$ cat config.mk
export PLATFORM = sky130hd
export DESIGN_NAME = wishbone_single_access_master
export DESIGN_NICKNAME = d
export VERILOG_FILES = /design/src/rtl/wb_master_pkg.sv /design/src/rtl/wb_byte_lane_steer.sv /design/src/rtl/wishbone_single_access_master.sv
export SDC_FILE = /design/constraint.sdc
export NUM_CORES = 1
export LEC_CHECK = 0
export ABC_AREA = 1
export BUFFER_PORTS_ARGS = -buffer_cell sky130_fd_sc_hd__buf_2
export CORE_MARGIN = 8
export CORE_UTILIZATION = 46
export DETAILED_ROUTE_END_ITERATION = 6
export PLACE_DENSITY_LB_ADDON = 0.08
export REMOVE_ABC_BUFFERS = 1
export SYNTH_ARGS = -nofsm -noshare
export SYNTH_HDL_FRONTEND = slang
export SYNTH_HIERARCHICAL = 1
export SYNTH_SLANG_ARGS = --single-unit
$ cat constraint.sdc
create_clock -name wb_clk_i -period 2.75 [get_ports wb_clk_i]
set_clock_uncertainty 0.15 [all_clocks]
set_input_delay 0 -clock wb_clk_i [delete_from_list [all_inputs] [get_ports wb_clk_i]]
set_output_delay 0 -clock wb_clk_i [all_outputs]
set_load 0.01 [all_outputs]
$ cat src/rtl/wb_master_pkg.sv
// Shared encodings for the Wishbone single-access master and its lane steering helper.
package wb_master_pkg;

  typedef enum logic [1:0] {
    SIZE_BYTE = 2'd0,
    SIZE_HALF = 2'd1,
    SIZE_WORD = 2'd2,
    SIZE_RSVD = 2'd3
  } size_e;

  typedef enum logic [1:0] {
    ST_OK        = 2'd0,
    ST_BUS_ERR   = 2'd1,
    ST_TIMEOUT   = 2'd2,
    ST_BAD_ALIGN = 2'd3
  } status_e;

  typedef enum logic [1:0] {
    ST_IDLE = 2'd0,
    ST_BUS  = 2'd1,
    ST_RESP = 2'd2
  } state_e;

  // Expand a 4-bit byte-enable into a 32-bit lane mask.
  function automatic logic [31:0] sel_to_mask(input logic [3:0] sel);
    return {{8{sel[3]}}, {8{sel[2]}}, {8{sel[1]}}, {8{sel[0]}}};
  endfunction

endpackage

$ cat src/rtl/wb_byte_lane_steer.sv
// Big-endian byte-lane steering for a 32-bit Wishbone port: offset 0 sits on bits [31:24].
module wb_byte_lane_steer
  import wb_master_pkg::*;
(
  input  logic [1:0]  size,
  input  logic [1:0]  adr_lo,
  input  logic [31:0] wdata,
  input  logic [31:0] rdata,
  output logic [3:0]  sel,
  output logic [31:0] wdata_steered,
  output logic [31:0] rdata_extracted,
  output logic        misaligned
);

  logic [31:0] wdata_rep;
  logic [4:0]  byte_shift;
  logic [4:0]  half_shift;

  // (3 - offset) * 8 and (offset==0 ? 16 : 0) without arithmetic.
  assign byte_shift = {~adr_lo, 3'b000};
  assign half_shift = {~adr_lo[1], 4'b0000};

  // NOTE: every output gets a default first so no path through the case infers a latch.
  always_comb begin
    sel             = 4'b0000;
    wdata_rep       = '0;
    rdata_extracted = '0;
    misaligned      = 1'b0;
    case (size_e'(size))
      SIZE_BYTE: begin
        sel             = 4'b1000 >> adr_lo;
        wdata_rep       = {4{wdata[7:0]}};
        rdata_extracted = {24'd0, 8'(rdata >> byte_shift)};
      end
      SIZE_HALF: begin
        sel             = adr_lo[1] ? 4'b0011 : 4'b1100;
        wdata_rep       = {2{wdata[15:0]}};
        rdata_extracted = {16'd0, 16'(rdata >> half_shift)};
        misaligned      = adr_lo[0];
      end
      SIZE_WORD: begin
        sel             = 4'b1111;
        wdata_rep       = wdata;
        rdata_extracted = rdata;
        misaligned      = |adr_lo;
      end
      default: misaligned = 1'b1;
    endcase
  end

  assign wdata_steered = wdata_rep & sel_to_mask(sel);

endmodule

$ cat src/rtl/wishbone_single_access_master.sv
// Wishbone B3 classic master: one sized read or write per command, one response per command.
module wishbone_single_access_master
  import wb_master_pkg::*;
#(
  parameter int unsigned TIMEOUT_CYCLES = 255,
  parameter int unsigned TIMEOUT_WIDTH  = 8
) (
  input  logic        wb_clk_i,
  input  logic        wb_rst_i,
  input  logic        cmd_valid_i,
  output logic        cmd_ready_o,
  input  logic        cmd_we_i,
  input  logic [31:0] cmd_adr_i,
  input  logic [1:0]  cmd_size_i,
  input  logic [31:0] cmd_dat_i,
  output logic        rsp_valid_o,
  input  logic        rsp_ready_i,
  output logic [1:0]  rsp_status_o,
  output logic [31:0] rsp_dat_o,
  output logic [31:0] wb_adr_o,
  output logic [31:0] wb_dat_o,
  input  logic [31:0] wb_dat_i,
  output logic [3:0]  wb_sel_o,
  output logic        wb_we_o,
  output logic        wb_cyc_o,
  output logic        wb_stb_o,
  input  logic        wb_ack_i,
  input  logic        wb_err_i
);

  localparam bit TMO_EN = (TIMEOUT_CYCLES != 0);
  localparam logic [TIMEOUT_WIDTH-1:0] TMO_LAST =
    TMO_EN ? TIMEOUT_WIDTH'(TIMEOUT_CYCLES - 1) : '0;

  state_e                   state;
  logic [1:0]               size_q;
  logic [1:0]               adr_lo_q;
  logic [TIMEOUT_WIDTH-1:0] tmo_cnt;

  logic [1:0]  steer_size;
  logic [1:0]  steer_adr_lo;
  logic [3:0]  steer_sel;
  logic [31:0] steer_wdata;
  logic [31:0] steer_rdata;
  logic        steer_misaligned;

  logic        bus_done;
  status_e     bus_status;

  // NOTE: cmd_ready is deliberately combinational so a command can be taken on the first idle edge.
  assign cmd_ready_o = (state == ST_IDLE) && !wb_rst_i;

  // The steering block sees the incoming command in IDLE and the latched one during BUS.
  assign steer_size   = (state == ST_IDLE) ? cmd_size_i      : size_q;
  assign steer_adr_lo = (state == ST_IDLE) ? cmd_adr_i[1:0]  : adr_lo_q;

  wb_byte_lane_steer u_steer (
    .size            (steer_size),
    .adr_lo          (steer_adr_lo),
    .wdata           (cmd_dat_i),
    .rdata           (wb_dat_i),
    .sel             (steer_sel),
    .wdata_steered   (steer_wdata),
    .rdata_extracted (steer_rdata),
    .misaligned      (steer_misaligned)
  );

  // Error beats ack when both arrive together.
  always_comb begin
    bus_done   = 1'b1;
    bus_status = ST_OK;
    if (wb_err_i) begin
      bus_status = ST_BUS_ERR;
    end else if (wb_ack_i) begin
      bus_status = ST_OK;
    end else if (TMO_EN && (tmo_cnt == TMO_LAST)) begin
      bus_status = ST_TIMEOUT;
    end else begin
      bus_done = 1'b0;
    end
  end

  // NOTE: sequential state uses non-blocking assignments only; comb logic above uses blocking.
  always_ff @(posedge wb_clk_i) begin
    if (wb_rst_i) begin
      state        <= ST_IDLE;
      size_q       <= '0;
      adr_lo_q     <= '0;
      tmo_cnt      <= '0;
      wb_adr_o     <= '0;
      wb_dat_o     <= '0;
      wb_sel_o     <= '0;
      wb_we_o      <= 1'b0;
      wb_cyc_o     <= 1'b0;
      wb_stb_o     <= 1'b0;
      rsp_valid_o  <= 1'b0;
      rsp_status_o <= ST_OK;
      rsp_dat_o    <= '0;
    end else begin
      case (state)
        ST_IDLE: begin
          if (cmd_valid_i) begin
            if (steer_misaligned) begin
              rsp_valid_o  <= 1'b1;
              rsp_status_o <= ST_BAD_ALIGN;
              rsp_dat_o    <= '0;
              state        <= ST_RESP;
            end else begin
              wb_adr_o <= {cmd_adr_i[31:2], 2'b00};
              wb_sel_o <= steer_sel;
              wb_dat_o <= steer_wdata;
              wb_we_o  <= cmd_we_i;
              wb_cyc_o <= 1'b1;
              wb_stb_o <= 1'b1;
              size_q   <= cmd_size_i;
              adr_lo_q <= cmd_adr_i[1:0];
              tmo_cnt  <= '0;
              state    <= ST_BUS;
            end
          end
        end
        ST_BUS: begin
          if (bus_done) begin
            wb_cyc_o     <= 1'b0;
            wb_stb_o     <= 1'b0;
            wb_we_o      <= 1'b0;
            wb_sel_o     <= '0;
            rsp_valid_o  <= 1'b1;
            rsp_status_o <= bus_status;
            rsp_dat_o    <= (bus_status == ST_OK && !wb_we_o) ? steer_rdata : '0;
            state        <= ST_RESP;
          end else begin
            tmo_cnt <= tmo_cnt + 1'b1;
          end
        end
        ST_RESP: begin
          if (rsp_ready_i) begin
            rsp_valid_o <= 1'b0;
            state       <= ST_IDLE;
          end
        end
        default: state <= ST_IDLE;
      endcase
    end
  end

endmodule

# After elaboration in Yosys (flattened, before gate mapping)
# Index checks and enable logic that the tools add are counted.
[totals] input_bits=105 reg_bits=117 out_inout_bits=107
[op_classes] n_shift=3 eq_ne=11 addsub=1 bitwise_logic=4 n_reduce_logical=16 muxes=47
[op_table] cell="$pmux W32 S3" count=2
[op_table] cell="$mux W32" count=4
[op_table] cell="$pmux W32 S2" count=1
[op_table] cell="$and A32 B32 Y32" count=1
[op_table] cell="$shr A32 B5 Y16" count=1
[op_table] cell="$shr A32 B5 Y8" count=1
[op_table] cell="$mux W2" count=12
[op_table] cell="$mux W8" count=3
[op_table] cell="$mux W4" count=4
[op_table] cell="$pmux W8 S2" count=1
[op_table] cell="$mux W1" count=12
[op_table] cell="$ne A2 B2 Y1 const B" count=6
[op_table] cell="$pmux W4 S3" count=1
[op_table] cell="$reduce_and A4 Y1" count=3
[op_table] cell="$add A8 B1 Y8 const B" count=1
[op_table] cell="$eq A8 B8 Y1 const B" count=1
[op_table] cell="$pmux W4 S2" count=1
[op_table] cell="$logic_not A2 Y1" count=3
[op_table] cell="$pmux W1 S3" count=2
[op_table] cell="$pmux W2 S3" count=1
[op_table] cell="$reduce_and A3 Y1" count=2
[op_table] cell="$reduce_and A5 Y1" count=1
[op_table] cell="$eq A2 B1 Y1 const B" count=2
[op_table] cell="$eq A2 B2 Y1 const B" count=2
[op_table] cell="10 further kinds" count=14

# Depth between registers and ports, before layout
# Gate-level depths: netlist (run 1).
[logic_depth] depth_word=9 ltp_mapped=16

# Cells and area by module
# Netlist (run 1), hierarchy kept.
[modules_own_cells] module="wishbone_single_access_master" seq_area_each_um2=2342.2 instances=1 cells_per_inst=655 area_each_um2=4794.6
[modules_own_cells] module="wb_byte_lane_steer" seq_area_each_um2=0.0 instances=1 cells_per_inst=337 area_each_um2=1397.6

# Worst setup path before layout (run 1)
# Ideal clock, no wire load.
[synth_path] path_type="flip-flop to flip-flop" start="register state[1]" end="register rsp_dat_o[14]" stages_incl_launch_ff=14 t_arrival_ps=2424 setup_slack_ps=63 n_path_buf=2 synth_period_minus_slack_ps=2687 setup_time_ps=113 path_cell_list="dfxtp_1 > nor2_4 > o21ai_0 > buf_2 > a21oi_1 > a31oi_1 > inv_1 > nor2_1 > nor2_1 > nor2_4 > nand2_4 > buf_4 > o21ai_1 > nor2_1"
[synth_rtl] element="start: declaration" line_no="wishbone_single_access_master.sv:35" rtl="state_e state;"
[synth_rtl] element="start signal: assignment" line_no="wishbone_single_access_master.sv:86" rtl="state <= ST_IDLE;"
[synth_rtl] element="start signal: assignment" line_no="wishbone_single_access_master.sv:107" rtl="state <= ST_RESP;"
[synth_rtl] element="start signal: assignment" line_no="wishbone_single_access_master.sv:118" rtl="state <= ST_BUS;"
[synth_rtl] element="$logic_not A2 Y1 (*)" line_no="wishbone_single_access_master.sv:54" rtl="assign steer_size = (state == ST_IDLE) ? cmd_size_i : size_q;"
[synth_rtl] element="$mux W2 (*)" line_no="wishbone_single_access_master.sv:54"
[synth_rtl] element="via steer_size[1]" line_no="wishbone_single_access_master.sv:40" rtl="logic [1:0] steer_size;"
[synth_rtl] element="$eq A2 B2 Y1 (tied with other cells)" line_no="wb_byte_lane_steer.sv:29" rtl="case (size_e'(size))"
[synth_rtl] element="$pmux W1 S3 (*)" line_no="wb_byte_lane_steer.sv:29"
[synth_rtl] element="via steer_misaligned" line_no="wishbone_single_access_master.sv:45" rtl="logic steer_misaligned;"
[synth_rtl] element="$ne A2 B2 Y1 (no source line) (*)"
[synth_rtl] element="$reduce_and A4 Y1 (no source line) (*)"
[synth_rtl] element="end signal: assignment" line_no="wishbone_single_access_master.sv:130" rtl="rsp_dat_o <= (bus_status == ST_OK && !wb_we_o) ? steer_rdata : '0;"
[synth_rtl] element="end: declaration" line_no="wishbone_single_access_master.sv:19" rtl="output logic [31:0] rsp_dat_o,"
# The timed path passes the listed nets; every way through them passes the cells marked *. The select of a mux whose other input is x is not followed.
# A chain may end at the register's enable or synchronous reset.

# Final worst setup path (run 1)
[layout_path] start="register state[0]" end="register wb_dat_o[27]"
[layout_rtl] element="$logic_not A2 Y1 (*)" line_no="wishbone_single_access_master.sv:54"
[layout_rtl] element="$mux W2 (*)" line_no="wishbone_single_access_master.sv:54"
[layout_rtl] element="via steer_size[0]" line_no="wishbone_single_access_master.sv:40"
[layout_rtl] element="$eq A2 B2 Y1 (tied with other cells)" line_no="wb_byte_lane_steer.sv:29"
[layout_rtl] element="$pmux W32 S3 / $pmux W4 S3 (equally long branches)" line_no="wb_byte_lane_steer.sv:29"
[layout_rtl] element="$and A32 B32 Y32 (*)" line_no="wb_byte_lane_steer.sv:51" rtl="assign wdata_steered = wdata_rep & sel_to_mask(sel);"
[layout_rtl] element="via steer_wdata[27]" line_no="wishbone_single_access_master.sv:43" rtl="logic [31:0] steer_wdata;"
[layout_rtl] element="end signal: assignment" line_no="wishbone_single_access_master.sv:111" rtl="wb_dat_o <= steer_wdata;"
[layout_rtl] element="end: declaration" line_no="wishbone_single_access_master.sv:21" rtl="output logic [31:0] wb_dat_o,"
# The timed path passes the listed nets; every way through them passes the cells marked *.

==> results.tsv, run 1 <==
metric	value	unit
n_fill_cell	1184	
yosys_warnings	6	
dp_hpwl	13.2	mm
fin_area	9010	sq um
core_area	13200	sq um
grt_start_max_net_pins	72	
path_buf_inv	3	
cts_buffer_depth	2	
die_y	132	um
grt_pass1_wl	34.3	mm
place_inst	1344	
yosysTopAreaCell	dfxtp_1	
status	completed	
max_cap_violations	0	
p_leak	0.00463	uW
hold_path_depth	9	
hold_path.class	in2reg	
drive_gt1_share	23.2	%
holdWs	0.0562	ns
avgSynthCellArea	6.24	sq um
syn_inst	992	
yosysSeqAreaShare	37.8	%
io-pin-count	212	
yosysTopAreaCellShare	37.8	%
cpMaxStageDelayCell	dlygate4sd3_1	
grt_pass1_vias	6931	
period_share	92.1	%
tightest_slew	0.648	ns
synth.cell_area	6190	sq um
area_growth	45.5	%
antenna_found_initial	0	
drtIter0Drc	495	
reg2reg_slack	0.22	ns
p_per_area	1120	nW/um^2
slew_violations	0	
drc	0	
ff_latch_area	2340	sq um
route.antenna.remaining_nets	0	
ff2ff_path_depth	11	
fin_setup_tns	0	ns
die_x	132	um
synth_seq_cells	117	
cts.sinks	117	
required	2.96	ns
drt_pass1_iterations	5	
hold_violations	0	
slew_headroom	56.7	%
crit_path_max_incr_delay	0.56	ns
clock_latency	0.42	ns
io_buffers	209	
cts_tree	built	
placed_area	7300	sq um
multi_input_area	3130	sq um
crit_fanout	8	
cts_root_buf	clkbuf_16	
wl_per_cell	13.9	um
fin_nets	1404	
crit_type	reg2reg	
numCtsBuffers	17	
rsz0062_at_grt	false	
start_util	46.9	%
vias	7070	
clk_pin_slew	0.06	ns
rr_startpoint	state[0]	
period_minus_slack	2.53	ns
cp_cell_sequence	nor2_4 -> o21ai_1 -> buf_4 -> nor2_2 -> nand2_1 -> nand3_1 -> dlygate4sd3_1 -> nand2_1 -> inv_1 -> nor2_1 -> nor2_1	
cp.arrival	2.74	ns
place_congestion	0.838	
startpoint_type	register	
rows	42	
hold-path-endpoint	rsp_dat_o[0]	
grt-ovfl-total	0	
vdd.ir_drop.worst	0.000535	V
viasPerCell	4.75	
worst_path_dominant_cell_family	simple AND/OR/NAND/NOR gates	
h-tree-depth	4	
finalNonFillerCells	1487	
min-delay-start	wb_dat_i[0]	
synthTopCellsByArea	dfxtp_1 38%, nor2_1 16%, nand2_1 13%, o21ai_0 8.6%, inv_1 5.9%	
setup_viol	0	
wl	20.6	mm
fmax	395	MHz
die_area	17400	sq um
grt_usage	23.7	%
r2r_end	wb_dat_o[27]	
endpoint_kind	register	
ys_types	31	
## state kept, by name (all words and copies together) (netlist names)
signal        count
rsp_dat_o        32
wb_sel_o          4
wb_adr_o         30
wb_we_o           1
state             2
tmo_cnt           8
rsp_valid_o       1
wb_dat_o         32
rsp_status_o      2
wb_stb_o          1
size_q            2
adr_lo_q          2
## per-stage QoR
| stage | total power (uW) | utilization, % | setup slack, ns |
|---|---|---|---|
| floorplan | 5650 | - | -1.91 |
| global placement | 7420 | 55.4 | 0.330 |
| detailed placement | 7470 | 55.4 | 0.269 |
| CTS | 9940 | 67.7 | 0.0367 |
| global route | 11000 | 68.3 | 0.00169 |
| finish | 10100 | 68.3 | 0.219 |
## layer usage
| metal | global-route usage (%) | share of wire [%] | vias to the layer above |
|---|---|---|---|
| li1 | - | - | 3648 |
| met1 | 27.9 | 43 | 3130 |
| met2 | 39.8 | 47 | 267 |
| met3 | 7.66 | 8.2 | 25 |
| met4 | 7.59 | 1.6 | 0 |
| met5 | 0 | 0 | - |
## cell families after synthesis
group / count (synthesis) / share of synthesized area [%]
buffers and inverters: 157 / 11.9
XOR/XNOR: 2 / 0.283
AO/OA/AOI/OAI: 157 / 12.8
flip-flops: 117 / 37.8
other: 1 / 0.0606
adder cells (fa/ha/maj): 2 / 0.404
AND/OR/NAND/NOR: 556 / 36.8
## placed cells by master, fill, tap and decap left out, drive strengths merged
cell / netlist / routed
inv: 104 / 105
nand3: 29 / 29
conb: 1 / 2
or2: 1 / 1
nor3b: 1 / 1
a31oi: 1 / 1
dlygate4sd3: 0 / 103
diode: 0 / 1
o21ai: 129 / 129
dfxtp: 117 / 117
nand2: 224 / 224
buf: 31 / 233
bufinv: 0 / 3
ha: 2 / 2
clkinvlp: 0 / 2
and2: 8 / 8
nor2: 292 / 292
clkbuf: 21 / 21
clkinv: 1 / 7
xnor2: 1 / 1
xor2: 1 / 1
a21oi: 27 / 27
nand3b: 1 / 1
## how the worst max path moves through the flow
stage / start / endpoint / slack, ns / cells after the start
2_1_floorplan: state[1] / tmo_cnt[4] / -1.91 / 11
3_3_place_gp: state[0] / rsp_dat_o[1] / 0.33 / 13
3_5_place_dp: state[0] / rsp_dat_o[18] / 0.27 / 13
4_1_cts: state[0] / wb_dat_o[30] / 0.04 / 13
5_1_grt: state[0] / wb_we_o / 0.002 / 13
6_report: state[0] / wb_dat_o[27] / 0.22 / 11
## cells in the mapped netlist, drive strengths merged
library cell	n
nor2	292
o21ai	129
and2	8
nor3b	1
nand3b	1
clkinv	1
or2	1
xnor2	1
inv	104
buf	31
clkbuf	21
a31oi	1
a21oi	27
dfxtp	117
ha	2
nand2	224
xor2	1
conb	1
nand3	29
## cell type report
class | count | share of cell area, %
Timing Repair Buffer | 337 | 25.8
Multi-Input combinational cell | 719 | 34.7
Antenna cell | 1 | 0.0278
Sequential cell | 117 | 26.0
Clock inverter | 12 | 1.72
Inverter | 105 | 4.46
Clock buffer | 20 | 4.85
Tap cell | 176 | 2.44
## tightest hold or removal path, cell delays in order
cell and delay, ns:
buf_2 0.10, inv_1 0.04, nor2_1 0.09, a21oi_1 0.04, nand2_1 0.06, inv_1 0.03, nor2_1 0.08, o21ai_0 0.07
nor2_1 0.07
## power breakdown
group	internal, uW	leakage (uW)	total, uW	switching (uW)
registers	2350	0.000961	2670	319
logic	1910	0.00339	5180	3270
clock network	1420	0.000284	2230	808
## timing repair
| action | CTS | global route |
|---|---|---|
| gates resized for setup | 0 | 6 |
| setup buffers | 0 | 6 |
| hold buffers | 103 | 0 |
| hold endpoints to repair | 109 | 0 |
| endpoints found under the setup margin | 0 | 34 |
No activity file was read; power rests on OpenSTA's default activity.
==> run 2: changes to the inputs <==
--- a/config.mk
+++ b/config.mk
@@ -5,7 +5,6 @@
 export SDC_FILE = /design/constraint.sdc
 export NUM_CORES = 1
 export LEC_CHECK = 0
-export ABC_AREA = 1
 export BUFFER_PORTS_ARGS = -buffer_cell sky130_fd_sc_hd__buf_2
 export CORE_MARGIN = 8
 export CORE_UTILIZATION = 46
==> run 2 against run 1 <==
Global-route usage shrank 0.18 points. Critical endpoint is now wb_adr_o[14]. Highest routed layer unchanged. Final cell count is 18% lower. Total power down 39%. Synthesized cell count is 25% lower.
==> results.tsv, run 2 <==
metric	value	unit
slew_violations	0	
p_comb_share	31.7	%
fmax	379	MHz
wl_met2	10.2	mm
p_leak	0.00387	uW
io_buffers	209	
layout_setup_ws	0.110	ns
crit_fanout	65	
crit_type	reg2reg	
grt_usage	23.5	%
die_x	131	um
route.antenna.remaining_nets	0	
p_int	4160	uW
core_area	13100	sq um
required	2.87	ns
final_common_cell	buf_2	
cts_buffer_depth	2	
grt_start_max_net_pins	66	
synth_flop_cell	dfxtp_1	
cts_tree	built	
clk_pin_slew	0.05	ns
yosysTopAreaCellShare	38.4	%
status	completed	
holdWs	0.0321	ns
layout_common_cells	208 x buf_2, 152 x nand2_1, 117 x a21oi_1, 117 x dfxtp_1, 97 x dlygate4sd3_1	
top_layer	met4	
drc	0	
fin_nets	1138	
clock_latency	0.41	ns
wl_met3	1.30	mm
synthTopCellsByArea	dfxtp_1 38%, a21oi_1 9.6%, nand2_1 9.4%, mux2i_1 6.1%, a31o_1 4.6%	
slew_headroom	63.1	%
drt_pass1_iterations	5	
max_cap_violations	0	
start_util	46.6	%
wl_met1	8.62	mm
area_growth	45.7	%
die_area	17200	sq um
async_flop_share	0	%
post-synth-top-count-cell	nand2_1	
drtIter0Drc	449	
wl	20.7	mm
crit_path_max_incr_delay	0.68	ns
place_congestion	0.784	
synth_edf_count	0	
clkPwrFrac	37.2	%
grt-ovfl-total	0	
syn_inst	746	
yosysTopAreaCell	dfxtp_1	
antenna_found_initial	2	
endpoint_kind	register	
grt_pass1_vias	6652	
finalNonFillerCells	1222	
io-pin-count	212	
reg_top3	rsp_dat_o: 32 flops, wb_dat_o: 32 flops, wb_adr_o: 30 flops	
dp_hpwl	13.3	mm
p_sw_share	32.8	%
h-tree-depth	4	
vias	6579	
startpoint_type	register	
cpMaxStageDelayCell	or4b_2	
viasPerCell	5.38	
setup_viol	0	
grt_pass1_wl	33.8	mm
period_share	96.0	%
p_switching	2030	uW
hold_path.class	in2reg	
p_per_area	697	nW/um^2
place_ws	0.0294	ns
synth.cell_area	6090	sq um
synthTopCellsByCount	152 x nand2_1, 117 x a21oi_1, 117 x dfxtp_1	
tightest_slew	0.554	ns
vdd.ir_drop.worst	0.000448	V
yosys_warnings	6	
pwr-share-seq	31.1	%
rsz0062_at_grt	false	
avgSynthCellArea	8.17	sq um
cp_cell_sequence	nor2_4 -> mux2_2 -> inv_1 -> nor2_1 -> o22a_1 -> or4b_2 -> buf_12 -> nand2_1 -> a21oi_1	
numCtsBuffers	17	
rows	42	
n_fill_cell	1086	
period_minus_slack	2.64	ns
hold_violations	0	
drive_gt1_share	28.6	%
cts.sinks	117	
yosysSeqAreaShare	38.4	%
cp.arrival	2.76	ns
die_y	131	um
synth_seq_cells	117	
ys_types	55	
place_inst	1091	
wl_per_cell	17.0	um
cts_root_buf	clkbuf_16	
-- run 2: cell types whose count changed after synthesis, moves of 27 or more --
cell	before	now
inv_1	98	5
nand3_1	28	1
mux2i_1	0	37
nand2_1	218	152
a21oi_1	26	117
nand2b_1	0	36
nor2_1	271	24
a31o_1	0	32
o21ai_0	107	14
-- run 2: critical path, delay by kind of cell (launching register included) --
kind / cells / cell delay [ns]
buffers and inverters: 2 / 0.31
AO/OA/AOI/OAI: 2 / 0.28
flip-flops: 1 / 0.33
multiplexers: 1 / 0.39
AND/OR/NAND/NOR: 4 / 0.99
-- run 2: power by group through the flow --
stage | registers (uW) | clock network, uW | logic, uW
4_1_cts | 1920 | 2330 | 1950
5_1_grt | 1940 | 2400 | 2140
3_5_place_dp | 1960 | 0 | 1830
3_3_place_gp | 1950 | 0 | 1800
6_report | 1930 | 2300 | 1960
2_1_floorplan | 2030 | 0 | 1000
-- run 2: routing by layer --
| layer | up-vias | GRT usage (%) |
|---|---|---|
| li1 | 3184 | - |
| met1 | 3095 | 27.3 |
| met2 | 251 | 39.8 |
| met3 | 49 | 5.60 |
| met4 | 0 | 11.4 |
| met5 | - | 0 |
-- run 2: cell families (layout without fill, tap and decap cells) --
kind of cell    after synthesis  count (layout)  synth area share [%]
mux                          46              46                  7.74
flops                       117             117                  38.4
buf+inv                      72             369                  5.99
other cells                   1               4                0.0615
fa+ha+maj                     2               2                 0.411
xor+xnor                      5               5                 0.719
compound gates              221             221                  23.7
simple gates                282             282                  23.0
-- run 2: layout make-up --
cell class | instances | area (sq um) | area share [%]
multi-input combinational | 558 | 3420 | 38.5
sequential | 117 | 2340 | 26.4
timing repair buffer | 332 | 2250 | 25.4
clock buffer | 21 | 470 | 5.30
tap | 176 | 220 | 2.48
clock inverter | 11 | 150 | 1.69
inverter | 5 | 18.8 | 0.211
antenna | 2 | 5.00 | 0.0564
-- run 2: timing repair --
item                       4_1_cts  5_1_grt
hold endpoints to repair       113        0
setup endpoints to repair        1       36
buffers inserted                 0        0
hold buffers                    97        0
resized for setup                1        2
-- run 2: worst paths after layout --
path | from | endpoint | slack (ns) | cells past startpoint
max | state[1] | wb_adr_o[14] | 0.11 | 9
min | cmd_dat_i[24] | wb_dat_o[24] | 0.03 | 6
max reg2reg | state[1] | wb_adr_o[14] | 0.11 | 9
min reg2reg | wb_adr_o[30] | wb_adr_o[30] | 0.30 | 2
-- run 2: stage by stage --
stage	power, uW	util, %	instance area, sq um	setup TNS (ns)
final	6190	67.9	8880	0
after global routing	6490	67.9	8880	0
after CTS	6200	67.7	8860	0
after detailed placement	3790	55.6	7270	0
after global placement	3750	55.6	7270	0
after floorplan	3030	-	5750	-119.77
